[src/rtl/key_entry_ctrl_if.sv]
// Keypad-side bundle for key_entry_ctrl: timebase tick, key code and buttons
// in, and datapath strobes/display selects out. The slave modport is the controller.
interface key_entry_ctrl_if;
  logic       one_second;
  logic [3:0] key;
  logic       alarm_button;
  logic       time_button;
  logic       shift;
  logic       show_new_time;
  logic       show_a;
  logic       load_new_a;
  logic       load_new_c;
  logic [2:0] digits;

  modport master (
    output one_second, key, alarm_button, time_button,
    input  shift, show_new_time, show_a, load_new_a, load_new_c, digits
  );

  modport slave (
    input  one_second, key, alarm_button, time_button,
    output shift, show_new_time, show_a, load_new_a, load_new_c, digits
  );
endinterface

[src/rtl/key_entry_ctrl.sv]
// Alarm-clock keypad sequencer. Moore FSM that emits one shift per key press,
// times out idle entry sessions and commits the key buffer as alarm or clock time.
// All outputs come straight from flops; none depend combinationally on inputs.
module key_entry_ctrl #(
  parameter int         TIMEOUT_SEC = 10,
  parameter logic [3:0] NOKEY       = 4'hA
) (
  input logic             clock,
  input logic             reset,
  key_entry_ctrl_if.slave kif
);

  localparam int TW = $clog2(TIMEOUT_SEC + 1);
  localparam logic [TW-1:0] T_LAST = TW'(TIMEOUT_SEC - 1);
  localparam logic [TW-1:0] T_SAT  = TW'(TIMEOUT_SEC);
  localparam logic [2:0]    D_MAX  = 3'd4;

  typedef enum logic [2:0] {
    SHOW_TIME  = 3'd0,
    KEY_STORED = 3'd1,
    KEY_WAITED = 3'd2,
    KEY_ENTRY  = 3'd3,
    SHOW_ALARM = 3'd4,
    SET_ALARM  = 3'd5,
    SET_TIME   = 3'd6
  } state_e;

  state_e        state_q, state_d;
  logic [TW-1:0] timer_q, timer_d;
  logic [2:0]    digits_q, digits_d;
  logic          shift_q, shift_d;
  logic          snt_q, snt_d;
  logic          show_a_q, show_a_d;
  logic          load_a_q, load_a_d;
  logic          load_c_q, load_c_d;

  logic key_hit;
  logic timeout;
  logic in_session;

  // Next state, inactivity timer, digit count and next-state output decode.
  always_comb begin
    key_hit    = (kif.key != NOKEY);
    timeout    = kif.one_second && (timer_q == T_LAST);
    in_session = (state_q == KEY_WAITED) || (state_q == KEY_ENTRY);

    state_d = state_q;
    case (state_q)
      SHOW_TIME: begin
        if (kif.alarm_button) state_d = SHOW_ALARM;
        else if (key_hit)     state_d = KEY_STORED;
      end
      // single cycle here guarantees one shift per press
      KEY_STORED: state_d = KEY_WAITED;
      KEY_WAITED: begin
        if (!key_hit)     state_d = KEY_ENTRY;
        else if (timeout) state_d = SHOW_TIME;
      end
      KEY_ENTRY: begin
        // alarm wins when both commit buttons are pressed together
        if (kif.alarm_button)     state_d = SET_ALARM;
        else if (kif.time_button) state_d = SET_TIME;
        else if (key_hit)         state_d = KEY_STORED;
        else if (timeout)         state_d = SHOW_TIME;
      end
      SHOW_ALARM: begin
        if (!kif.alarm_button) state_d = SHOW_TIME;
      end
      SET_ALARM: state_d = SHOW_TIME;
      SET_TIME:  state_d = SHOW_TIME;
      default:   state_d = SHOW_TIME;
    endcase

    // timer restarts on every state change, counts ticks only while waiting on the user
    timer_d = timer_q;
    if (state_d != state_q)
      timer_d = '0;
    else if (in_session && kif.one_second && (timer_q != T_SAT))
      timer_d = timer_q + 1'b1;

    // digit count is zero whenever the clock view is (re)entered; buffer itself is untouched
    digits_d = digits_q;
    if ((state_q == SHOW_TIME) || (state_d == SHOW_TIME))
      digits_d = '0;
    else if ((state_q == KEY_STORED) && (digits_q != D_MAX))
      digits_d = digits_q + 1'b1;

    // outputs are registered decodes of the state being entered
    shift_d  = (state_d == KEY_STORED);
    snt_d    = (state_d == KEY_STORED) || (state_d == KEY_WAITED) ||
               (state_d == KEY_ENTRY);
    show_a_d = (state_d == SHOW_ALARM);
    load_a_d = (state_d == SET_ALARM);
    load_c_d = (state_d == SET_TIME);
  end

  // State, counters and Moore outputs; reset clears everything immediately.
  always_ff @(posedge clock or negedge reset) begin
    if (!reset) begin
      state_q  <= SHOW_TIME;
      timer_q  <= '0;
      digits_q <= '0;
      shift_q  <= 1'b0;
      snt_q    <= 1'b0;
      show_a_q <= 1'b0;
      load_a_q <= 1'b0;
      load_c_q <= 1'b0;
    end else begin
      state_q  <= state_d;
      timer_q  <= timer_d;
      digits_q <= digits_d;
      shift_q  <= shift_d;
      snt_q    <= snt_d;
      show_a_q <= show_a_d;
      load_a_q <= load_a_d;
      load_c_q <= load_c_d;
    end
  end

  assign kif.shift         = shift_q;
  assign kif.show_new_time = snt_q;
  assign kif.show_a        = show_a_q;
  assign kif.load_new_a    = load_a_q;
  assign kif.load_new_c    = load_c_q;
  assign kif.digits        = digits_q;

endmodule

[src/flat_wrapper.sv]
// flat-port wrapper written by rule: the top's interface ports become plain ports
module key_entry_ctrl_flat 
#(
  parameter int         TIMEOUT_SEC = 10,
  parameter logic [3:0] NOKEY       = 4'hA
)
  (clock, reset, kif_one_second, kif_key, kif_alarm_button, kif_time_button, kif_shift, kif_show_new_time, kif_show_a, kif_load_new_a, kif_load_new_c, kif_digits);
  key_entry_ctrl_if kif_i ();
  input logic clock;
  input logic reset;
  input wire logic [$bits(kif_i.one_second)-1:0] kif_one_second;
  input wire logic [$bits(kif_i.key)-1:0] kif_key;
  input wire logic [$bits(kif_i.alarm_button)-1:0] kif_alarm_button;
  input wire logic [$bits(kif_i.time_button)-1:0] kif_time_button;
  output wire logic [$bits(kif_i.shift)-1:0] kif_shift;
  output wire logic [$bits(kif_i.show_new_time)-1:0] kif_show_new_time;
  output wire logic [$bits(kif_i.show_a)-1:0] kif_show_a;
  output wire logic [$bits(kif_i.load_new_a)-1:0] kif_load_new_a;
  output wire logic [$bits(kif_i.load_new_c)-1:0] kif_load_new_c;
  output wire logic [$bits(kif_i.digits)-1:0] kif_digits;
  assign kif_i.one_second = kif_one_second;
  assign kif_i.key = kif_key;
  assign kif_i.alarm_button = kif_alarm_button;
  assign kif_i.time_button = kif_time_button;
  assign kif_shift = kif_i.shift;
  assign kif_show_new_time = kif_i.show_new_time;
  assign kif_show_a = kif_i.show_a;
  assign kif_load_new_a = kif_i.load_new_a;
  assign kif_load_new_c = kif_i.load_new_c;
  assign kif_digits = kif_i.digits;
  key_entry_ctrl #(.TIMEOUT_SEC(TIMEOUT_SEC), .NOKEY(NOKEY)) u_core (.clock(clock), .reset(reset), .kif(kif_i));
endmodule
[config.mk]
export PLATFORM = sky130hd
export DESIGN_NAME = key_entry_ctrl_flat
export DESIGN_NICKNAME = d
export VERILOG_FILES = /design/src/rtl/key_entry_ctrl_if.sv /design/src/rtl/key_entry_ctrl.sv /design/src/flat_wrapper.sv
export SDC_FILE = /design/constraint.sdc
export NUM_CORES = 1
export LEC_CHECK = 0
export CAP_MARGIN = 25
export CELL_PAD_IN_SITES_DETAIL_PLACEMENT = 1
export CELL_PAD_IN_SITES_GLOBAL_PLACEMENT = 2
export CORE_MARGIN = 1
export CORE_UTILIZATION = 30
export CTS_CLUSTER_SIZE = 20
export DETAILED_ROUTE_END_ITERATION = 16
export DONT_BUFFER_PORTS = 1
export GPL_TIMING_DRIVEN = 0
export PLACE_DENSITY_LB_ADDON = 0.1
export SYNTH_ARGS = -nofsm -noshare
export SYNTH_HDL_FRONTEND = slang
export SYNTH_SLANG_ARGS = --single-unit
[constraint.sdc]
create_clock -name clock -period 2.1 [get_ports clock]
set_clock_uncertainty 0.2 [all_clocks]
set_input_delay 0.105 -clock clock [delete_from_list [all_inputs] [get_ports clock]]
set_output_delay 0.105 -clock clock [all_outputs]
set_load 0.02 [all_outputs]
=== Yosys cells after proc, flatten, opt, wreduce, memory -nomap -nowiden ===
Index checks and enable logic that the tools add are counted.

* Register bits: 15
* Input port bits: 9
* Output and inout bits: 8
* Logic and storage cells: 50

* $add $sub $neg: 2
* Equal/unequal tests: 15
* Multiplexer cells: 13
* Reductions and logical operators: 12

{| class="wikitable"
|+ Operators by type and width
! kind !! count
|-
| $mux W3 || 10
|-
| $pmux W3 S5 || 1
|-
| $eq A3 B2 Y1 const B || 4
|-
| $eq A3 B3 Y1 const B || 4
|-
| $mux W4 || 2
|-
| $ne A4 B4 Y1 const B || 2
|-
| $eq A3 B1 Y1 const B || 2
|-
| $logic_not A3 Y1 || 2
|-
| $add A4 B1 Y4 const B || 1
|-
| $eq A4 B4 Y1 const B || 1
|-
| $logic_and A1 B1 Y1 || 4
|-
| $logic_or A1 B1 Y1 || 4
|-
| $reduce_bool A2 Y1 || 2
|-
| $add A3 B1 Y3 const B || 1
|-
| $ne A3 B3 Y1 || 1
|-
| $ne A3 B3 Y1 const B || 1
|}

=== Longest topological paths before layout ===
* Depth in word-level cells: 10
* Depth in mapped cells: 7
* Depth with buffers taken out: 7

=== Least setup slack after synthesis ===
Ideal clock, no wire load.

* Kind: flip-flop to flip-flop
* Start: register u_core.timer_q[0]
* End: register u_core.timer_q[0]
* Setup time: 0.101 ns
* Data arrival time: 1.479 ns
* Data required time: 1.799 ns
* Slack: 0.320 ns
* Stages on the path, launching flop included: 6
* Buffers on the path: 0
* Clock period less this slack: 1.780 ns
* Cell sequence: dfrtp_1 > ha_1 > and4b_2 > o41ai_2 > a21oi_1 > nor4_1

* Cells in the longest elaborated chain, start to end: 9
* Elaborated cells on any way between the ends: 15
* Those cells by class: add/sub (1); eq/ne (3); mux (8); reduce/logical (3)

{| class="wikitable"
|+ Ends and longest elaborated chain
! what !! RTL line !! RTL
|-
| start: declaration || key_entry_ctrl.sv:29 || <nowiki>logic [TW-1:0] timer_q, timer_d;</nowiki>
|-
| start signal: assignment || key_entry_ctrl.sv:110 || <nowiki>timer_q <= timer_d;</nowiki>
|-
| $eq A4 B4 Y1 || key_entry_ctrl.sv:44 || <nowiki>timeout = kif.one_second && (timer_q == T_LAST);</nowiki>
|-
| $logic_and A1 B1 Y1 || key_entry_ctrl.sv:44 ||
|-
| $mux W3 || key_entry_ctrl.sv:57, key_entry_ctrl.sv:64 ||
|-
| $mux W3 || key_entry_ctrl.sv:63 || <nowiki>else if (key_hit) state_d = KEY_STORED;</nowiki>
|-
| $mux W3 || key_entry_ctrl.sv:62 || <nowiki>else if (kif.time_button) state_d = SET_TIME;</nowiki>
|-
| $mux W3 || key_entry_ctrl.sv:61 || <nowiki>if (kif.alarm_button) state_d = SET_ALARM;</nowiki>
|-
| $pmux W3 S5 || key_entry_ctrl.sv:48 || <nowiki>case (state_q)</nowiki>
|-
| $ne A3 B3 Y1 || key_entry_ctrl.sv:76 || <nowiki>if (state_d != state_q)</nowiki>
|-
| $mux W4 / $reduce_bool A2 Y1 (equally long branches) || -- ||
|}

Several ways; a longest one is shown, not always the timed one. The select of a mux whose other input is x is not followed.
A chain may end at the register's enable or synchronous reset.

=== Final worst setup path ===
Same ends and word-level chain as after synthesis.

==> run_summary.xml <==
<?xml version="1.0" encoding="UTF-8"?>
<metrics>
  <group name="layout">
    <metric name="mostFrequentLayoutCell" unit="">sky130_fd_sc_hd__dfrtp_1</metric>
    <metric name="top_library_cells_by_usage_in_the_layout_fill_and_taps_aside" unit="">sky130_fd_sc_hd__dfrtp_1, sky130_fd_sc_hd__inv_1, sky130_fd_sc_hd__ha_1</metric>
    <metric name="drive_above_1_share" unit="">0.267</metric>
    <metric name="regArea" unit="um^2">375</metric>
    <metric name="multiInputGateArea" unit="um^2">596</metric>
    <metric name="area.growth.synth_to_final" unit="%">13.9</metric>
    <metric name="fillerInstances" unit="">394</metric>
    <metric name="finish.cell_count_without_fillers" unit="">151</metric>
    <metric name="final_nets" unit="">120</metric>
    <metric name="num_antenna_cells" unit="">0</metric>
  </group>
  <group name="floorplanning">
    <metric name="chip_width" unit="um">61.1</metric>
    <metric name="chipHeight" unit="um">61.1</metric>
    <metric name="dieArea" unit="um^2">3730</metric>
    <metric name="design.portCount" unit="">17</metric>
    <metric name="rows" unit="">21</metric>
    <metric name="core-area" unit="um^2">3340</metric>
    <metric name="floorplan.initialDensity" unit="">0.313</metric>
  </group>
  <group name="cts">
    <metric name="htree_num_levels" unit="">1</metric>
    <metric name="clock_tree.root_cell" unit="">sky130_fd_sc_hd__clkbuf_4</metric>
    <metric name="cts.clk_slew.worst_paths" unit="ns">0.10</metric>
    <metric name="tritoncts_num_sinks" unit="">15</metric>
    <metric name="clock_latency" unit="ns">0.28</metric>
    <metric name="cts_tree" unit="">done</metric>
    <metric name="tritoncts.num_buffers" unit="">3</metric>
    <metric name="longest_clk_path_bufs" unit="">2</metric>
  </group>
  <group name="synthesis">
    <metric name="synth_flop_cell" unit="">sky130_fd_sc_hd__dfrtp_1</metric>
    <metric name="synth_top_cell_by_area" unit="">sky130_fd_sc_hd__dfrtp_1</metric>
    <metric name="synth.area.top_cells" unit="">sky130_fd_sc_hd__dfrtp_1, sky130_fd_sc_hd__ha_1, sky130_fd_sc_hd__nor3b_2, sky130_fd_sc_hd__inv_1, sky130_fd_sc_hd__nand2b_1</metric>
    <metric name="postSynthNetCount" unit="">110</metric>
    <metric name="post_synth_num_cell_types" unit="">45</metric>
    <metric name="ys_seq_elements" unit="">15</metric>
    <metric name="ys.warnings.count" unit="">0</metric>
    <metric name="synth-async-reset-ratio" unit="">1.00</metric>
    <metric name="post_synth_inst_count" unit="">96</metric>
    <metric name="synth-edff-count" unit="">0</metric>
    <metric name="syn-cell-area" unit="um^2">1050</metric>
    <metric name="yosysSeqAreaShare" unit="">0.359</metric>
    <metric name="syn_avg_cell_area" unit="um^2">10.9</metric>
    <metric name="synth.top_cell.area_share" unit="">0.359</metric>
  </group>
  <group name="sta">
    <metric name="setup_violations" unit="">0</metric>
    <metric name="timing.final.max_slew_violations" unit="">0</metric>
    <metric name="worstMarginPinSlew" unit="ns">0.665</metric>
    <metric name="report.final.hold_viol_count" unit="">0</metric>
    <metric name="tns" unit="ns">0</metric>
    <metric name="max_slew_margin" unit="">0.555</metric>
    <metric name="unrepaired_setup_endpoints_after_global_routing" unit="">no</metric>
    <metric name="final.min_clock_period" unit="ns">2.04</metric>
    <metric name="final.period_utilization" unit="">0.973</metric>
    <metric name="highest_clock_rate" unit="MHz">490</metric>
  </group>
  <group name="drt">
    <metric name="final_wl" unit="mm">2.29</metric>
    <metric name="drt_iter0_drc" unit="">34</metric>
    <metric name="number_of_antenna_violating_nets_in_the_routed_design" unit="">0</metric>
    <metric name="vias" unit="">769</metric>
    <metric name="remaining_drc_errors" unit="">0</metric>
    <metric name="routed_wire_length_per_instance" unit="um">15.2</metric>
    <metric name="drt_first_pass_iters" unit="">4</metric>
    <metric name="routed_vias_inst" unit="">5.09</metric>
  </group>
  <group name="worst_hold_path">
    <metric name="hold_path.startpoint" unit="">kif_time_button</metric>
    <metric name="timing.hold.worst.class" unit="">input port to flip-flop</metric>
  </group>
  <group name="worst_setup_path">
    <metric name="cp_capture_type" unit="">flip-flop</metric>
    <metric name="timing.rr.start" unit="">u_core.timer_q[0]$_DFFE_PN0P_</metric>
    <metric name="crit_type" unit="">flip-flop to flip-flop</metric>
    <metric name="crit_slowest_cell" unit="">sky130_fd_sc_hd__dfrtp_1</metric>
    <metric name="crit_path_cell_trace" unit="">ha_1 &gt; and4b_2 &gt; o41ai_2 &gt; a21oi_1 &gt; nor4_1</metric>
    <metric name="worstPathRequired" unit="ns">2.08</metric>
    <metric name="critical-path-max-stage-delay" unit="ns">0.46</metric>
    <metric name="critical_path_fanout_max" unit="">5</metric>
    <metric name="timing.critical_path.from" unit="">u_core.timer_q[0]$_DFFE_PN0P_</metric>
    <metric name="worst_ep_arrival_time" unit="ns">2.02</metric>
    <metric name="worstSetupStartpointType" unit="">flip-flop</metric>
  </group>
  <group name="placement">
    <metric name="placed_cells" unit="">142</metric>
    <metric name="routability_congestion" unit="">0.705</metric>
    <metric name="hpwl" unit="mm">1.80</metric>
    <metric name="port_buffer_count" unit="">0</metric>
  </group>
  <group name="pwr">
    <metric name="power.ir.vdd_worst" unit="uV">325</metric>
    <metric name="powerDensity" unit="nW/um^2">1070</metric>
    <metric name="cellLeakagePower" unit="nW">0.490</metric>
  </group>
  <group name="flow_run">
    <metric name="cap_viol_max_count" unit="">0</metric>
  </group>
  <group name="global_route">
    <metric name="first_global_vias" unit="">799</metric>
    <metric name="largest_net_degree_at_the_start_of_global_routing" unit="">16</metric>
    <metric name="grt_remaining_overflow" unit="">0</metric>
    <metric name="antenna_found_initial" unit="">0</metric>
    <metric name="gr-usage-all-layers" unit="">0.146</metric>
    <metric name="grt_pass1_wl" unit="mm">3.98</metric>
  </group>
  <group name="outcome">
    <metric name="run_status" unit="">complete, no violations</metric>
  </group>
</metrics>
-- metal layers --
metal | track usage | up-vias | wire length, um
met5 | 0 | - | 0
met1 | 0.209 | 380 | 1100
li1 | - | 374 | -
met2 | 0.224 | 15 | 1120
met4 | 0.0487 | 0 | 0
met3 | 0.0231 | 0 | 69
-- critical path, delay by kind of cell, from the launching register on --
kind | cells | cell delay, ns
compound gates | 2 | 0.41
simple gates | 2 | 0.62
fa+ha+maj | 1 | 0.24
flops | 1 | 0.46
-- kinds of logic after synthesis --
kind of cell,after synthesis,synth area share
flip-flops,15,0.359
adder cells (fa/ha/maj),5,0.0598
XOR/XNOR,3,0.0251
AND/OR/NAND/NOR,38,0.280
buffers and inverters,13,0.0813
multiplexers,2,0.0191
AO/OA/AOI/OAI,20,0.176
-- where the power goes --
| part | leakage [nW] | internal (W) | total, W | switching, W |
|---|---|---|---|---|
| clock network | 0.0139 | 0.0000722 | 0.000170 | 0.0000981 |
| registers | 0.202 | 0.000354 | 0.000470 | 0.000116 |
| logic | 0.274 | 0.000267 | 0.000633 | 0.000367 |
-- per-stage QoR --
stage / instance area, um^2 / total power [W] / setup slack (ns) / utilization / hold slack, ns
after CTS: 1170 / 0.00128 / 0.0418 / 0.352 / 0.0228
after floorplan: 1050 / 0.000960 / 0.320 / - / -0.391
final: 1190 / 0.00127 / 0.0572 / 0.357 / 0.0532
after global placement: 1100 / 0.00108 / 0.0914 / 0.331 / -0.390
after detailed placement: 1100 / 0.00109 / 0.0398 / 0.331 / -0.390
after global routing: 1190 / 0.00138 / 0.0158 / 0.357 / 0.0764
-- state kept, by name, indices dropped and copies added (netlist names) --
name and count:
u_core.kif.digits 3, u_core.state_q 3, u_core.kif.load_new_c 1, u_core.timer_q 4, u_core.kif.show_a 1, u_core.kif.load_new_a 1
u_core.kif.show_new_time 1, u_core.kif.shift 1
-- synth_stat cells (2+ instances only) --
| library cell | instances |
|---|---|
| sky130_fd_sc_hd__a21oi_1 | 4 |
| sky130_fd_sc_hd__nand3_1 | 3 |
| sky130_fd_sc_hd__a21o_1 | 2 |
| sky130_fd_sc_hd__inv_1 | 7 |
| sky130_fd_sc_hd__a31oi_1 | 3 |
| sky130_fd_sc_hd__nand4_1 | 3 |
| sky130_fd_sc_hd__mux2i_1 | 2 |
| sky130_fd_sc_hd__ha_1 | 5 |
| sky130_fd_sc_hd__nor2_1 | 4 |
| sky130_fd_sc_hd__xor2_1 | 2 |
| sky130_fd_sc_hd__nor4_1 | 3 |
| sky130_fd_sc_hd__a211oi_1 | 2 |
| sky130_fd_sc_hd__nor3_1 | 4 |
| sky130_fd_sc_hd__buf_6 | 2 |
| sky130_fd_sc_hd__nor3b_2 | 3 |
| sky130_fd_sc_hd__nand2b_1 | 4 |
| sky130_fd_sc_hd__dfrtp_1 | 15 |
-- final timing paths --
| check | slack, ns | cells after the start | endpoint |
|---|---|---|---|
| max in group asynchronous | 1.19 | 1 | u_core.kif.digits[0]$_DFFE_PN0P_ |
| hold reg to reg | 0.41 | 1 | u_core.kif.show_a$_DFF_PN0_ |
| min in group asynchronous | 0.09 | 1 | u_core.timer_q[1]$_DFFE_PN0P_ |
| hold / removal | 0.05 | 4 | u_core.kif.load_new_a$_DFF_PN0_ |
| setup reg to reg | 0.06 | 5 | u_core.timer_q[0]$_DFFE_PN0P_ |
| setup / recovery | 0.06 | 5 | u_core.timer_q[0]$_DFFE_PN0P_ |
-- layout make-up --
type	instances	share of cell area
Multi-Input combinational cell	68	0.500
Sequential cell	15	0.315
Tap cell	46	0.0483
Buffer	5	0.0462
Timing Repair Buffer	5	0.0399
Inverter	8	0.0252
Clock buffer	3	0.0189
Clock inverter	1	0.00630
-- repair_timing --
action / 4_1_cts / 5_1_grt
buffers inserted: 0 / 1
resized for setup: 0 / 2
hold buffers: 4 / 0
setup endpoints to repair: 0 / 6
endpoints found under the hold margin: 20 / 0
No activity file was read; power rests on OpenSTA's default activity.
